### config.mk
export PLATFORM = sky130hd
export DESIGN_NAME = logic16_bist_flat
export DESIGN_NICKNAME = d
export VERILOG_FILES = /design/src/rtl/logic16_bist_if.sv /design/src/rtl/logic16_bist.sv /design/src/flat_wrapper.sv
export SDC_FILE = /design/constraint.sdc
export NUM_CORES = 1
export LEC_CHECK = 0
export CORE_MARGIN = 10
export CORE_UTILIZATION = 45
export CTS_CLUSTER_DIAMETER = 200
export DETAILED_ROUTE_END_ITERATION = 10
export PLACE_DENSITY = 0.79
export SYNTH_ARGS = -nofsm -noshare
export SYNTH_HDL_FRONTEND = slang
export SYNTH_SLANG_ARGS = --single-unit
### constraint.sdc
create_clock -name clk -period 2.5 [get_ports clk]
set_input_delay 0.375 -clock clk [delete_from_list [all_inputs] [get_ports clk]]
set_output_delay 0.375 -clock clk [all_outputs]
set_load 0.02 [all_outputs]
### src/rtl/logic16_bist_if.sv
// Bus between the logic16_bist sequencer (master) and its environment (slave):
// the run control/result signals plus the operand/result lines of the AND unit under test.
interface logic16_bist_if;
   // start is a level request, honoured only while the sequencer is idle or done;
   // done then holds, with the results stable, until the next run is launched.
   logic        start;
   logic        busy;
   logic        done;
   logic        pass;
   logic [7:0]  err_count;
   logic [8:0]  first_fail_idx;
   logic [15:0] first_fail_out;
   logic [15:0] dut_a;
   logic [15:0] dut_b;
   logic [15:0] dut_out;
   logic [1:0]  dbg_state;

   modport master (
      input  start, dut_out,
      output busy, done, pass, err_count, first_fail_idx, first_fail_out,
             dut_a, dut_b, dbg_state
   );

   modport slave (
      output start, dut_out,
      input  busy, done, pass, err_count, first_fail_idx, first_fail_out,
             dut_a, dut_b, dbg_state
   );
endinterface

### src/rtl/logic16_bist.sv
// On-chip self-test sequencer for a 16-bit AND unit: 6 directed vectors, then N_RAND
// LFSR vectors, each held SETTLE cycles and checked against a&b in one sample cycle.
module logic16_bist #(
   parameter int unsigned N_RAND = 10,
   parameter int unsigned SETTLE = 1,
   parameter logic [15:0] SEED   = 16'hACE1
) (
   input  logic           clk,
   input  logic           rst_n,
   logic16_bist_if.master bus
);
   typedef enum logic [1:0] {IDLE = 2'd0, DRIVE = 2'd1, SAMPLE = 2'd2, DONE = 2'd3} state_t;

   localparam logic [8:0] LAST_IDX = 9'(N_RAND + 5);
   localparam int         CW       = (SETTLE > 1) ? $clog2(SETTLE) : 1;

   state_t        state;
   logic          launch_q;
   logic [8:0]    idx;
   logic [CW-1:0] cnt;
   logic [15:0]   lfsr;

   logic          mismatch;
   logic [7:0]    err_next;
   logic [8:0]    idx_next;
   logic [15:0]   lfsr_adv;

   function automatic logic [15:0] lfsr_step(input logic [15:0] l);
      return {l[14:0], l[15] ^ l[13] ^ l[12] ^ l[10]};
   endfunction

   // Returns {a, b} for vector i; l is the LFSR value that vector uses if it is random.
   function automatic logic [31:0] vec(input logic [8:0] i, input logic [15:0] l);
      case (i)
         9'd0:    return {16'h0000, 16'h0000};
         9'd1:    return {16'h0000, 16'hFFFF};
         9'd2:    return {16'hFFFF, 16'hFFFF};
         9'd3:    return {16'hAAAA, 16'h5555};
         9'd4:    return {16'h3CC3, 16'h0FF0};
         9'd5:    return {16'h1234, 16'h9876};
         default: return {l, {l[7:0], l[15:8]} ^ 16'h5A5A};
      endcase
   endfunction

   always_comb begin
      // Written so that an X/Z result falls through as a mismatch.
      mismatch = 1'b1;
      if (bus.dut_out == (bus.dut_a & bus.dut_b)) mismatch = 1'b0;
      err_next = bus.err_count;
      if (mismatch && (bus.err_count != 8'hFF)) err_next = bus.err_count + 8'd1;
      idx_next = idx + 9'd1;
      lfsr_adv = (idx >= 9'd6) ? lfsr_step(lfsr) : lfsr;
   end

   assign bus.dbg_state = state;

   always_ff @(posedge clk or negedge rst_n) begin
      if (!rst_n) begin
         state              <= IDLE;
         launch_q           <= 1'b0;
         idx                <= '0;
         cnt                <= '0;
         lfsr               <= '0;
         bus.busy           <= 1'b0;
         bus.done           <= 1'b0;
         bus.pass           <= 1'b0;
         bus.err_count      <= '0;
         bus.first_fail_idx <= '0;
         bus.first_fail_out <= '0;
         bus.dut_a          <= '0;
         bus.dut_b          <= '0;
      end else begin
         case (state)
            IDLE, DONE: begin
               // The request is registered first; the run launches on the following edge.
               if (launch_q) begin
                  state              <= DRIVE;
                  launch_q           <= 1'b0;
                  idx                <= '0;
                  cnt                <= '0;
                  lfsr               <= SEED;
                  {bus.dut_a, bus.dut_b} <= vec(9'd0, SEED);
                  bus.busy           <= 1'b1;
                  bus.done           <= 1'b0;
                  bus.pass           <= 1'b0;
                  bus.err_count      <= '0;
                  bus.first_fail_idx <= '0;
                  bus.first_fail_out <= '0;
               end else if (bus.start) begin
                  launch_q <= 1'b1;
               end
            end
            DRIVE: begin
               if (cnt == CW'(SETTLE - 1)) begin
                  state <= SAMPLE;
                  cnt   <= '0;
               end else begin
                  cnt <= cnt + 1'b1;
               end
            end
            SAMPLE: begin
               bus.err_count <= err_next;
               if (mismatch && (bus.err_count == 8'd0)) begin
                  bus.first_fail_idx <= idx;
                  bus.first_fail_out <= bus.dut_out;
               end
               lfsr <= lfsr_adv;
               if (idx == LAST_IDX) begin
                  state    <= DONE;
                  bus.busy <= 1'b0;
                  bus.done <= 1'b1;
                  bus.pass <= (err_next == 8'd0);
               end else begin
                  state <= DRIVE;
                  idx   <= idx_next;
                  {bus.dut_a, bus.dut_b} <= vec(idx_next, lfsr_adv);
               end
            end
            default: state <= IDLE;
         endcase
      end
   end
endmodule

### src/flat_wrapper.sv
// flat-port wrapper written by rule: the top's interface ports become plain ports
module logic16_bist_flat 
#(
   parameter int unsigned N_RAND = 10,
   parameter int unsigned SETTLE = 1,
   parameter logic [15:0] SEED   = 16'hACE1
)
  (clk, rst_n, bus_start, bus_dut_out, bus_busy, bus_done, bus_pass, bus_err_count, bus_first_fail_idx, bus_first_fail_out, bus_dut_a, bus_dut_b, bus_dbg_state);
  logic16_bist_if bus_i ();
  input  logic clk;
  input  logic rst_n;
  input wire logic [$bits(bus_i.start)-1:0] bus_start;
  input wire logic [$bits(bus_i.dut_out)-1:0] bus_dut_out;
  output wire logic [$bits(bus_i.busy)-1:0] bus_busy;
  output wire logic [$bits(bus_i.done)-1:0] bus_done;
  output wire logic [$bits(bus_i.pass)-1:0] bus_pass;
  output wire logic [$bits(bus_i.err_count)-1:0] bus_err_count;
  output wire logic [$bits(bus_i.first_fail_idx)-1:0] bus_first_fail_idx;
  output wire logic [$bits(bus_i.first_fail_out)-1:0] bus_first_fail_out;
  output wire logic [$bits(bus_i.dut_a)-1:0] bus_dut_a;
  output wire logic [$bits(bus_i.dut_b)-1:0] bus_dut_b;
  output wire logic [$bits(bus_i.dbg_state)-1:0] bus_dbg_state;
  assign bus_i.start = bus_start;
  assign bus_i.dut_out = bus_dut_out;
  assign bus_busy = bus_i.busy;
  assign bus_done = bus_i.done;
  assign bus_pass = bus_i.pass;
  assign bus_err_count = bus_i.err_count;
  assign bus_first_fail_idx = bus_i.first_fail_idx;
  assign bus_first_fail_out = bus_i.first_fail_out;
  assign bus_dut_a = bus_i.dut_a;
  assign bus_dut_b = bus_i.dut_b;
  assign bus_dbg_state = bus_i.dbg_state;
  logic16_bist #(.N_RAND(N_RAND), .SETTLE(SETTLE), .SEED(SEED)) u_core (.clk(clk), .rst_n(rst_n), .bus(bus_i));
endmodule
==> flow_metrics.env, run 1 <==
export IMPL_timing_rr_start="u_core.idx[5]$_DFFE_PN0P_"
export IMPL_layout_drive_gt1_share_pct=13.4
export IMPL_worst_hold_path_type="input port to async pin"
export IMPL_layout_worst_path_cycle_share_pct=93.6
export IMPL_synth_largest_area_cell="dfrtp_1"
export IMPL_post_route_drc_count=0
export IMPL_async_reset_ff_share_pct=100
export IMPL_regToRegEndpoint="u_core.bus.dut_a[9]$_DFFE_PN0P_"
export IMPL_endpoint_kind="register"
export IMPL_post_synth_top_count_cell="dfrtp_1"
export IMPL_cp_endpoint="u_core.bus.dut_a[9]$_DFFE_PN0P_"
export IMPL_yosysSeqAreaShare_pct=47.9
export IMPL_rsz0062_at_grt="false"
export IMPL_worst_ep_required_time_ps=2780
export IMPL_number_of_nets_produced_by_synthesis=540
export IMPL_total_number_of_clock_tree_sinks=96
export IMPL_final_hold_violation_count=0
export IMPL_timing_critical_path_from="u_core.idx[5]$_DFFE_PN0P_"
export IMPL_syn_inst=511
export IMPL_io_buffer_count=88
export IMPL_num_antenna_cells=0
export IMPL_tritoncts="built"
export IMPL_clockBufferDepth=2
export IMPL_final_setup_skew_ps=10.5
export IMPL_wire_length_per_cell_after_detailed_routing_um=18.9
export IMPL_timing_final_setup_violations=0
export IMPL_grt_pass1_wl_mm=23.2
export IMPL_htreeDepth=3
export IMPL_reg2reg_slack_ps=160
export IMPL_die_area_mm2=0.0158
export IMPL_timing_worst_setup_path_type="register to register"
export IMPL_dp_final_hpwl_mm=11.0
export IMPL_postRouteWirelength_mm=14.5
export IMPL_area_of_the_placeable_core_mm2=0.0109
export IMPL_detailroute_via_count=4435
export IMPL_syn_cell_area_mm2=0.00502
export IMPL_power_density_mw_per_mm2=1180
export IMPL_viasPerCell=5.77
export IMPL_syn2layout_area_growth_pct=30.0
export IMPL_synth_ff_latch_count=96
export IMPL_clk_root_buffer_cell="clkbuf_8"
export IMPL_grt_pass1_vias=4488
export IMPL_syn_area_per_cell_um2=9.82
export IMPL_max_cap_violations=0
export IMPL_synth_top_cells_by_area="dfrtp_1 (48%), a22o_1 (7.3%), nand2_1 (5.5%), o21ai_0 (4.8%), mux2i_1 (2.6%)"
export IMPL_clk_latency_ps=390
export IMPL_post_cts_setup_buffer_count=0
export IMPL_worst_ep_arrival_time_ps=2620
export IMPL_synth_flop_cell="dfrtp_1"
export IMPL_synth_largest_type_area_fraction_pct=47.9
export IMPL_firstDrtPassIters=5
export IMPL_relSlewSlack_pct=65.0
export IMPL_layout_nets=652
export IMPL_die_width_um=126
export IMPL_synth_lib_cells_used_distinct=62
export IMPL_maxSlewViolCount=0
export IMPL_cp_max_fo=16
export IMPL_drt_initial_drc_count=334
export IMPL_synthTopCellsByCount="dfrtp_1 (96), nand2_1 (74), o21ai_0 (48), a22o_1 (42), nor2_1 (29)"
export IMPL_grt_max_degree=48
export IMPL_number_of_antenna_violations_at_the_first_check_in_global_routing=0
export IMPL_timing_worst_slew_pin_value_ps=525
export IMPL_run_status="finished, final reports clean"
export IMPL_vertical_die_dimension_um=126
export IMPL_route_antenna_remaining_nets=0
export IMPL_achievable_frequency_mhz=427
export IMPL_clk_transition_reported_paths_ps=100
export IMPL_placed_cells=751
export IMPL_gr_total_overflow=0
export IMPL_ys_warnings_count=0
export IMPL_final_period_demand_of_the_worst_path_ps=2340
export IMPL_worst_setup_path_start_kind="register"
export IMPL_cts_made_buffers=9
export IMPL_total_power_uw=7720
export IMPL_worstRegToRegCells=7
export IMPL_groute_usage_overall_pct=17.6
export IMPL_p_leak_uw=0.00288
export IMPL_final_instance_count_excl_fill=768
export IMPL_place_congestion=0.910
export IMPL_synth_edff_count=0
export IMPL_boundaryPins=89
export IMPL_power_ir_vdd_worst_v=0.000663
export IMPL_floorplan_initialDensity_pct=46.1
export IMPL_floorplan_rows=38
[cell usage in the layout, fill, tap and decap left out, types with 11 or more instances in the layout]
master,netlist,routed
mux2i_1,13,11
nand2_1,74,73
o21ai_0,48,46
buf_4,3,37
and3_1,12,12
nor2_1,29,28
inv_1,13,13
a21oi_1,24,24
dfrtp_1,96,95
a22o_1,42,42
clkdlybuf4s50_1,0,87
[kinds of logic after synthesis]
kind of cell	share of synthesized area, %
AOI/OAI and AO/OA	24.8
xor gates and xnor gates	1.75
adders and majority gates	2.49
buffers and inverters	3.62
DFF	47.9
muxes	3.27
and+or+nand+nor	16.2
[final cells by class]
type	count	area, µm²
clock inverter	7	63.8
inverter	13	48.8
multi-input combinational	374	2470
fill	934	4360
tap	140	175
sequential	96	2400
clock buffer	9	124
timing repair buffer	129	1240
[sequential cells by signal, summed over array words and instances, names as in the netlist]
name / cells
u_core.bus.err_count: 8
u_core.bus.first_fail_out: 16
u_core.launch_q: 1
u_core.bus.dut_a: 16
u_core.bus.done: 1
u_core.bus.pass: 1
u_core.idx: 9
u_core.bus.busy: 1
u_core.bus.first_fail_idx: 9
u_core.lfsr: 16
u_core.bus.dbg_state: 2
u_core.bus.dut_b: 16
[where the power goes]
group	total (µW)	leakage (µW)	switching, µW	internal (µW)
clock	995	0.0000967	610	384
combinational	4250	0.00153	2390	1860
sequential	2470	0.00125	475	2000
[per-stage QoR]
step / setup TNS, ps / instance area, µm² / hold WS (ps) / setup WS (ps) / utilization [%]
2_1_floorplan: 0 / 5020 / 79.4 / 197 / -
6_report: 0 / 6520 / 504 / 160 / 59.9
3_3_place_gp: -43.2 / 6290 / 376 / -43.2 / 57.8
4_1_cts: 0 / 6490 / 510 / 83.3 / 59.6
3_5_place_dp: -153 / 6290 / 389 / -136 / 57.8
5_1_grt: 0 / 6520 / 530 / 10.1 / 59.9
[what timing repair did]
action	4_1_cts	5_1_grt
resized for setup	0	11
hold endpoints to repair	37	0
hold buffers	1	0
endpoints found under the setup margin	0	32
[layer usage]
layer | vias up | routed length [µm] | global-route usage, %
met5 | - | 0 | 0
met4 | 0 | 262 | 7.52
met3 | 18 | 778 | 3.84
met2 | 144 | 7090 | 28.9
met1 | 2180 | 6380 | 21.9
li1 | 2093 | - | -
[worst max-delay path, stage by stage (launching register included)]
cell      delay, ps
dfrtp_1         460
or3_4           430
nor3_1          230
nand3b_1        210
buf_4           260
mux2i_1         320
a221oi_1        160
a21o_1          170
[how the worst min path moves through the flow]
stage	start	endpoint	slack, ps
finish	rst_n	u_core.bus.first_fail_out[4]$_DFFE_PN0P_	500
global route	rst_n	u_core.bus.first_fail_out[4]$_DFFE_PN0P_	530
CTS	u_core.bus.busy$_DFFE_PN0P_	u_core.bus.busy$_DFFE_PN0P_	510
detailed placement	rst_n	u_core.bus.first_fail_out[3]$_DFFE_PN0P_	390
global placement	rst_n	u_core.bus.first_fail_out[4]$_DFFE_PN0P_	380
floorplan	rst_n	u_core.bus.busy$_DFFE_PN0P_	80
Note: power is estimated with default switching activity, not from simulation.
==> run 2: changes to the inputs <==
--- a/config.mk
+++ b/config.mk
@@ -5,11 +5,13 @@
 export SDC_FILE = /design/constraint.sdc
 export NUM_CORES = 1
 export LEC_CHECK = 0
+export CAP_MARGIN = 5
 export CORE_MARGIN = 10
 export CORE_UTILIZATION = 45
 export CTS_CLUSTER_DIAMETER = 200
 export DETAILED_ROUTE_END_ITERATION = 10
 export PLACE_DENSITY = 0.79
+export SETUP_SLACK_MARGIN = 0.4
 export SYNTH_ARGS = -nofsm -noshare
 export SYNTH_HDL_FRONTEND = slang
 export SYNTH_SLANG_ARGS = --single-unit
==> run 2 against run 1 <==
Effect of this change:
- sequential cell count stayed put
- sequential share of layout area is 5.1 points lower
- clock power fell by 3.9%
- critical path depth up 1
- non-clock buffer count grew 53
- largest power group unchanged
- setup slack gained 59 ps
- via count up 14%
- first-iteration DRC count up 27%
- routed wire length rose by 21%
- count of clock-buffer cells in the layout unchanged
- clock skew grew 3.6 ps
- combinational power grew 40%
==> flow_metrics.env, run 2 (synthesis gave the netlist of run 1 again) <==
export IMPL_final_setup_skew_ps=14.0
export IMPL_relSlewSlack_pct=67.3
export IMPL_final_period_demand_of_the_worst_path_ps=2280
export IMPL_globalRouteMet2Util_pct=32.4
export IMPL_layout_setup_ws_ps=219
export IMPL_grt_max_degree=46
export IMPL_cts_made_buffers=9
export IMPL_placed_cells=747
export IMPL_num_antenna_cells=0
export IMPL_number_of_antenna_violations_at_the_first_check_in_global_routing=0
export IMPL_area_of_the_placeable_core_mm2=0.0109
export IMPL_layout_drive_gt1_share_pct=31.3
export IMPL_layout_nets=705
export IMPL_place_ws_ps=-113
export IMPL_worst_setup_path_start_kind="register"
export IMPL_cp_max_fo=4
export IMPL_htreeDepth=3
export IMPL_worstRegToRegCells=8
export IMPL_rsz0062_at_grt="true"
export IMPL_grt_pass1_wl_mm=25.9
export IMPL_route_antenna_remaining_nets=0
export IMPL_tritoncts="built"
export IMPL_p_leak_uw=0.00334
export IMPL_mostFrequentLayoutCells="dfrtp_1 (85), clkdlybuf4s50_1 (82), nand2_1 (62)"
export IMPL_power_ir_vdd_worst_v=0.000768
export IMPL_dp_final_hpwl_mm=11.0
export IMPL_timing_final_setup_violations=0
export IMPL_clk_root_buffer_cell="clkbuf_8"
export IMPL_drt_initial_drc_count=425
export IMPL_clk_transition_reported_paths_ps=100
export IMPL_firstDrtPassIters=7
export IMPL_detailroute_via_count=5048
export IMPL_grt_pass1_vias=4732
export IMPL_grt_met3_usage_pct=4.22
export IMPL_place_congestion=0.890
export IMPL_post_route_drc_count=0
export IMPL_timing_critical_path_from="u_core.idx[0]$_DFFE_PN0P_"
export IMPL_groute_usage_overall_pct=19.8
export IMPL_clockBufferDepth=2
export IMPL_floorplan_rows=38
export IMPL_worst_ep_arrival_time_ps=2550
export IMPL_max_cap_violations=0
export IMPL_postRouteWirelength_mm=17.6
export IMPL_vertical_die_dimension_um=126
export IMPL_achievable_frequency_mhz=438
export IMPL_floorplan_initialDensity_pct=46.1
export IMPL_global_route_usage_met1_pct=25.1
export IMPL_grt_busiest_layer="met2"
export IMPL_viasPerCell=6.15
export IMPL_total_power_uw=9440
export IMPL_timing_worst_setup_path_type="register to register"
export IMPL_io_buffer_count=88
export IMPL_total_number_of_clock_tree_sinks=96
export IMPL_gr_total_overflow=0
export IMPL_run_status="finished, final reports clean"
export IMPL_final_hold_violation_count=0
export IMPL_clk_latency_ps=380
export IMPL_power_density_mw_per_mm2=1240
export IMPL_endpoint_kind="register"
export IMPL_layout_worst_path_cycle_share_pct=91.2
export IMPL_post_route_util_pct=69.9
export IMPL_timing_worst_slew_pin_value_ps=487
export IMPL_final_instance_count_excl_fill=821
export IMPL_wire_length_per_cell_after_detailed_routing_um=21.4
export IMPL_timing_rr_start="u_core.idx[0]$_DFFE_PN0P_"
export IMPL_cp_endpoint="u_core.bus.dut_b[0]$_DFFE_PN0P_"
export IMPL_reg2reg_slack_ps=220
export IMPL_die_area_mm2=0.0158
export IMPL_maxSlewViolCount=0
export IMPL_worst_ep_required_time_ps=2760
export IMPL_syn2layout_area_growth_pct=51.7
export IMPL_layout_cells_most_common="dfrtp_1"
export IMPL_die_width_um=126
export IMPL_regToRegEndpoint="u_core.bus.dut_b[0]$_DFFE_PN0P_"
export IMPL_boundaryPins=89
export IMPL_worst_hold_path_type="input port to register"
[run 2: timing repair]
action / 4_1_cts / 5_1_grt
pin swaps: 21 / 36
setup endpoints to repair: 69 / 89
endpoints found under the hold margin: 28 / 0
hold buffers: 1 / 0
setup buffers: 22 / 26
gates resized for setup: 66 / 87
cloned: 5 / 4
[run 2: cell type report]
cell class / count / area [µm²]
fill: 773 / 3280
multi-input combinational: 374 / 2950
sequential: 96 / 2420
timing repair buffer: 182 / 1850
tap: 140 / 175
clock buffer: 9 / 124
clock inverter: 7 / 55.1
inverter: 13 / 48.8
[run 2: critical path: stages (launching register included)]
cell      delay (ps)
dfrtp_2          460
ha_4             200
and3_4           190
xnor2_4          170
a32oi_4          100
buf_4            180
nor4_4           390
a211oi_2         170
a221o_1          310
[run 2: worst min-delay path by stage]
stage                              start                                  endpoint  slack [ps]  cells after the start
after floorplan                    rst_n               u_core.bus.busy$_DFFE_PN0P_          80                      0
after global placement             rst_n          u_core.bus.dut_a[12]$_DFFE_PN0P_         330                      1
after detailed placement           rst_n  u_core.bus.first_fail_out[3]$_DFFE_PN0P_         340                      1
after CTS                 bus_dut_out[1]  u_core.bus.first_fail_out[1]$_DFFE_PN0P_         450                      2
after global routing      bus_dut_out[3]  u_core.bus.first_fail_out[3]$_DFFE_PN0P_         290                      2
final                     bus_dut_out[3]  u_core.bus.first_fail_out[3]$_DFFE_PN0P_         290                      2
[run 2: power breakdown]
group          leakage, µW  switching (µW)  internal [µW]
clock            0.0000862             586            370
sequential         0.00123             524           2010
combinational      0.00202            3130           2810
[run 2: through the flow]
step	hold WS, ps	cell area (µm²)	TNS [ps]
floorplan	79.4	5100	0
global placement	331	6330	-47.8
detailed placement	336	6330	-1040
CTS	448	7030	0
global route	289	7610	0
finish	287	7610	0
[run 2: per-layer routing]
metal | share of wire, % | routed length [µm] | vias to the layer above
met4 | 3.2 | 554 | 0
li1 | - | - | 2206
met3 | 7.8 | 1360 | 57
met1 | 40 | 7040 | 2513
met5 | 0 | 0 | -
met2 | 49 | 8630 | 272
==> run 3: changes to the inputs <==
--- a/config.mk
+++ b/config.mk
@@ -6,6 +6,7 @@
 export NUM_CORES = 1
 export LEC_CHECK = 0
 export CAP_MARGIN = 5
+export CORE_ASPECT_RATIO = 1.2
 export CORE_MARGIN = 10
 export CORE_UTILIZATION = 45
 export CTS_CLUSTER_DIAMETER = 200
==> run 3 against run 2 <==
Effect of this change:
- the flow now finishes with violations (negative hold slack)
- clock skew shrank 3.2 ps
- fmax shrank 3.7%
- critical endpoint is now u_core.bus.dut_b[4]$_DFFE_PN0P_
- utilization down 0.90 points
- sequential cell count unchanged
- register-to-register slack got worse by 90 ps
- non-clock buffer count is 3 lower
- highest routed layer unchanged
- clock power rose by 38%
- final area fell by 0.43%
- power is 6.6% higher
- global-route usage increased by 0.31 points
==> flow_metrics.env, run 3 (synthesis gave the netlist of run 1 again) <==
export IMPL_postRouteWirelength_mm=19.0
export IMPL_timing_critical_path_slowest_stage_cell="or3_4"
export IMPL_worst_setup_path_start_kind="register"
export IMPL_detailroute_via_count=5148
export IMPL_viasPerCell=6.36
export IMPL_layout_nets=702
export IMPL_clk_latency_ps=350
export IMPL_timing_worst_setup_path_type="register to register"
export IMPL_syn2layout_area_growth_pct=51.1
export IMPL_p_leak_uw=0.00339
export IMPL_io_buffer_count=88
export IMPL_boundaryPins=89
export IMPL_layout_drive_gt1_share_pct=28.9
export IMPL_firstDrtPassIters=5
export IMPL_whs_ps=-9.20
export IMPL_failed_checks="negative hold slack"
export IMPL_timing_rr_start="u_core.idx[7]$_DFFE_PN0P_"
export IMPL_clk_root_buffer_cell="clkbuf_16"
export IMPL_floorplan_rows=42
export IMPL_dp_final_hpwl_mm=11.0
export IMPL_layout_worst_path_cycle_share_pct=94.8
export IMPL_grt_met3_usage_pct=5.72
export IMPL_clk_transition_reported_paths_ps=70
export IMPL_final_setup_skew_ps=10.8
export IMPL_die_width_um=116
export IMPL_mostFrequentLayoutCells="dfrtp_1 (86), clkdlybuf4s50_1 (75), nand2_1 (67)"
export IMPL_power_density_mw_per_mm2=1330
export IMPL_total_number_of_clock_tree_sinks=96
export IMPL_htreeDepth=3
export IMPL_wire_length_per_cell_after_detailed_routing_um=23.4
export IMPL_grt_pass1_vias=4885
export IMPL_timing_final_setup_violations=0
export IMPL_gr_total_overflow=0
export IMPL_rsz0062_at_grt="true"
export IMPL_final_instance_count_excl_fill=810
export IMPL_endpoint_kind="register"
export IMPL_sum_of_negative_setup_slack_ps=0
export IMPL_die_area_mm2=0.0158
export IMPL_area_of_the_placeable_core_mm2=0.0110
export IMPL_floorplan_initialDensity_pct=45.7
export IMPL_num_antenna_cells=0
export IMPL_reg2reg_slack_ps=130
export IMPL_post_route_cell_area_mm2=0.00758
export IMPL_dpl_cell_area_mm2=0.00636
export IMPL_timing_worst_slew_pin_value_ps=500
export IMPL_final_hold_violation_count=6
export IMPL_critical_path_cell_chain="or3_4 -> a31oi_4 -> a32oi_4 -> nor3_4 -> buf_6 -> buf_6 -> nand2_2 -> o21ai_1 -> buf_4 -> o21ai_0"
export IMPL_most_prevalent_standard_cell_on_the_critical_path="buf_6"
export IMPL_post_route_util_pct=69.0
export IMPL_worst_ep_arrival_time_ps=2580
export IMPL_maxSlewViolCount=0
export IMPL_cts_made_buffers=9
export IMPL_final_period_demand_of_the_worst_path_ps=2370
export IMPL_tritoncts="built"
export IMPL_power_ir_vdd_worst_v=0.000626
export IMPL_run_status="finished, violations left"
export IMPL_globalRouteMet2Util_pct=34.6
export IMPL_cp_max_fo=4
export IMPL_achievable_frequency_mhz=422
export IMPL_number_of_antenna_violations_at_the_first_check_in_global_routing=0
export IMPL_route_antenna_remaining_nets=0
export IMPL_cpPeakStageDelay_ps=440
export IMPL_drt_initial_drc_count=553
export IMPL_max_cap_violations=0
export IMPL_groute_usage_overall_pct=20.1
export IMPL_place_congestion=0.903
export IMPL_regToRegEndpoint="u_core.bus.dut_b[4]$_DFFE_PN0P_"
export IMPL_worstRegToRegCells=10
export IMPL_relSlewSlack_pct=66.7
export IMPL_worst_hold_path_type="input port to async pin"
export IMPL_grt_max_degree=63
export IMPL_worst_ep_required_time_ps=2710
export IMPL_vertical_die_dimension_um=136
export IMPL_grt_pass1_wl_mm=25.5
export IMPL_timing_critical_path_from="u_core.idx[7]$_DFFE_PN0P_"
export IMPL_placed_cells=743
export IMPL_grt_busiest_layer="met2"
export IMPL_layout_cells_most_common="dfrtp_1"
export IMPL_clockBufferDepth=2
export IMPL_post_route_drc_count=0
export IMPL_global_route_usage_met1_pct=22.8
-- run 3: worst max-delay path by stage --
| stage | cells after the start | slack, ps | end |
|---|---|---|---|
| final | 10 | 130 | u_core.bus.dut_b[4]$_DFFE_PN0P_ |
| after global routing | 9 | 130 | u_core.bus.dut_a[14]$_DFFE_PN0P_ |
| after CTS | 8 | 320 | u_core.bus.dut_a[3]$_DFFE_PN0P_ |
| after detailed placement | 9 | -60 | u_core.bus.pass$_DFFE_PN0P_ |
| after global placement | 9 | 0.5 | u_core.bus.pass$_DFFE_PN0P_ |
| after floorplan | 9 | 350 | u_core.bus.dut_a[7]$_DFFE_PN0P_ |
-- run 3: layout make-up --
| cell class | instances | area [µm²] |
|---|---|---|
| Timing Repair Buffer | 179 | 1790 |
| Clock buffer | 11 | 243 |
| Clock inverter | 5 | 31.3 |
| Multi-Input combinational cell | 374 | 2880 |
| Sequential cell | 96 | 2410 |
| Tap cell | 132 | 165 |
| Inverter | 13 | 52.6 |
| Fill cell | 741 | 3400 |
-- run 3: through the flow --
step / hold slack [ps] / total power, µW / setup WS, ps
floorplan: 79.4 / 4940 / 347
finish: -9.20 / 10100 / 131
detailed placement: 375 / 6790 / -63.7
CTS: 7.78 / 8560 / 320
global placement: 364 / 6680 / 0.486
global route: 22.4 / 10500 / 127
-- run 3: report_power, final --
group / internal, µW / switching [µW]
registers: 2010 / 501
clock network: 701 / 615
logic: 2890 / 3340
total: 5600 / 4460
-- run 3: repair_timing --
action | CTS | global route
gates cloned | 0 | 8
hold buffers | 0 | 0
buffers inserted | 15 | 28
setup endpoints to repair | 70 | 82
gates resized for setup | 66 | 67
pin swaps | 22 | 61
-- run 3: layer usage --
metal | wire, µm | up-vias
li1 | - | 2200
met5 | 0 | -
met4 | 971 | 0
met3 | 1770 | 79
met2 | 9370 | 336
met1 | 6870 | 2533
-- run 3: critical path, delay by kind of cell, from the launching register on --
family          cells  cell delay [ps]
flops               1              410
simple gates        3              790
compound gates      4              550
buf+inv             3              460
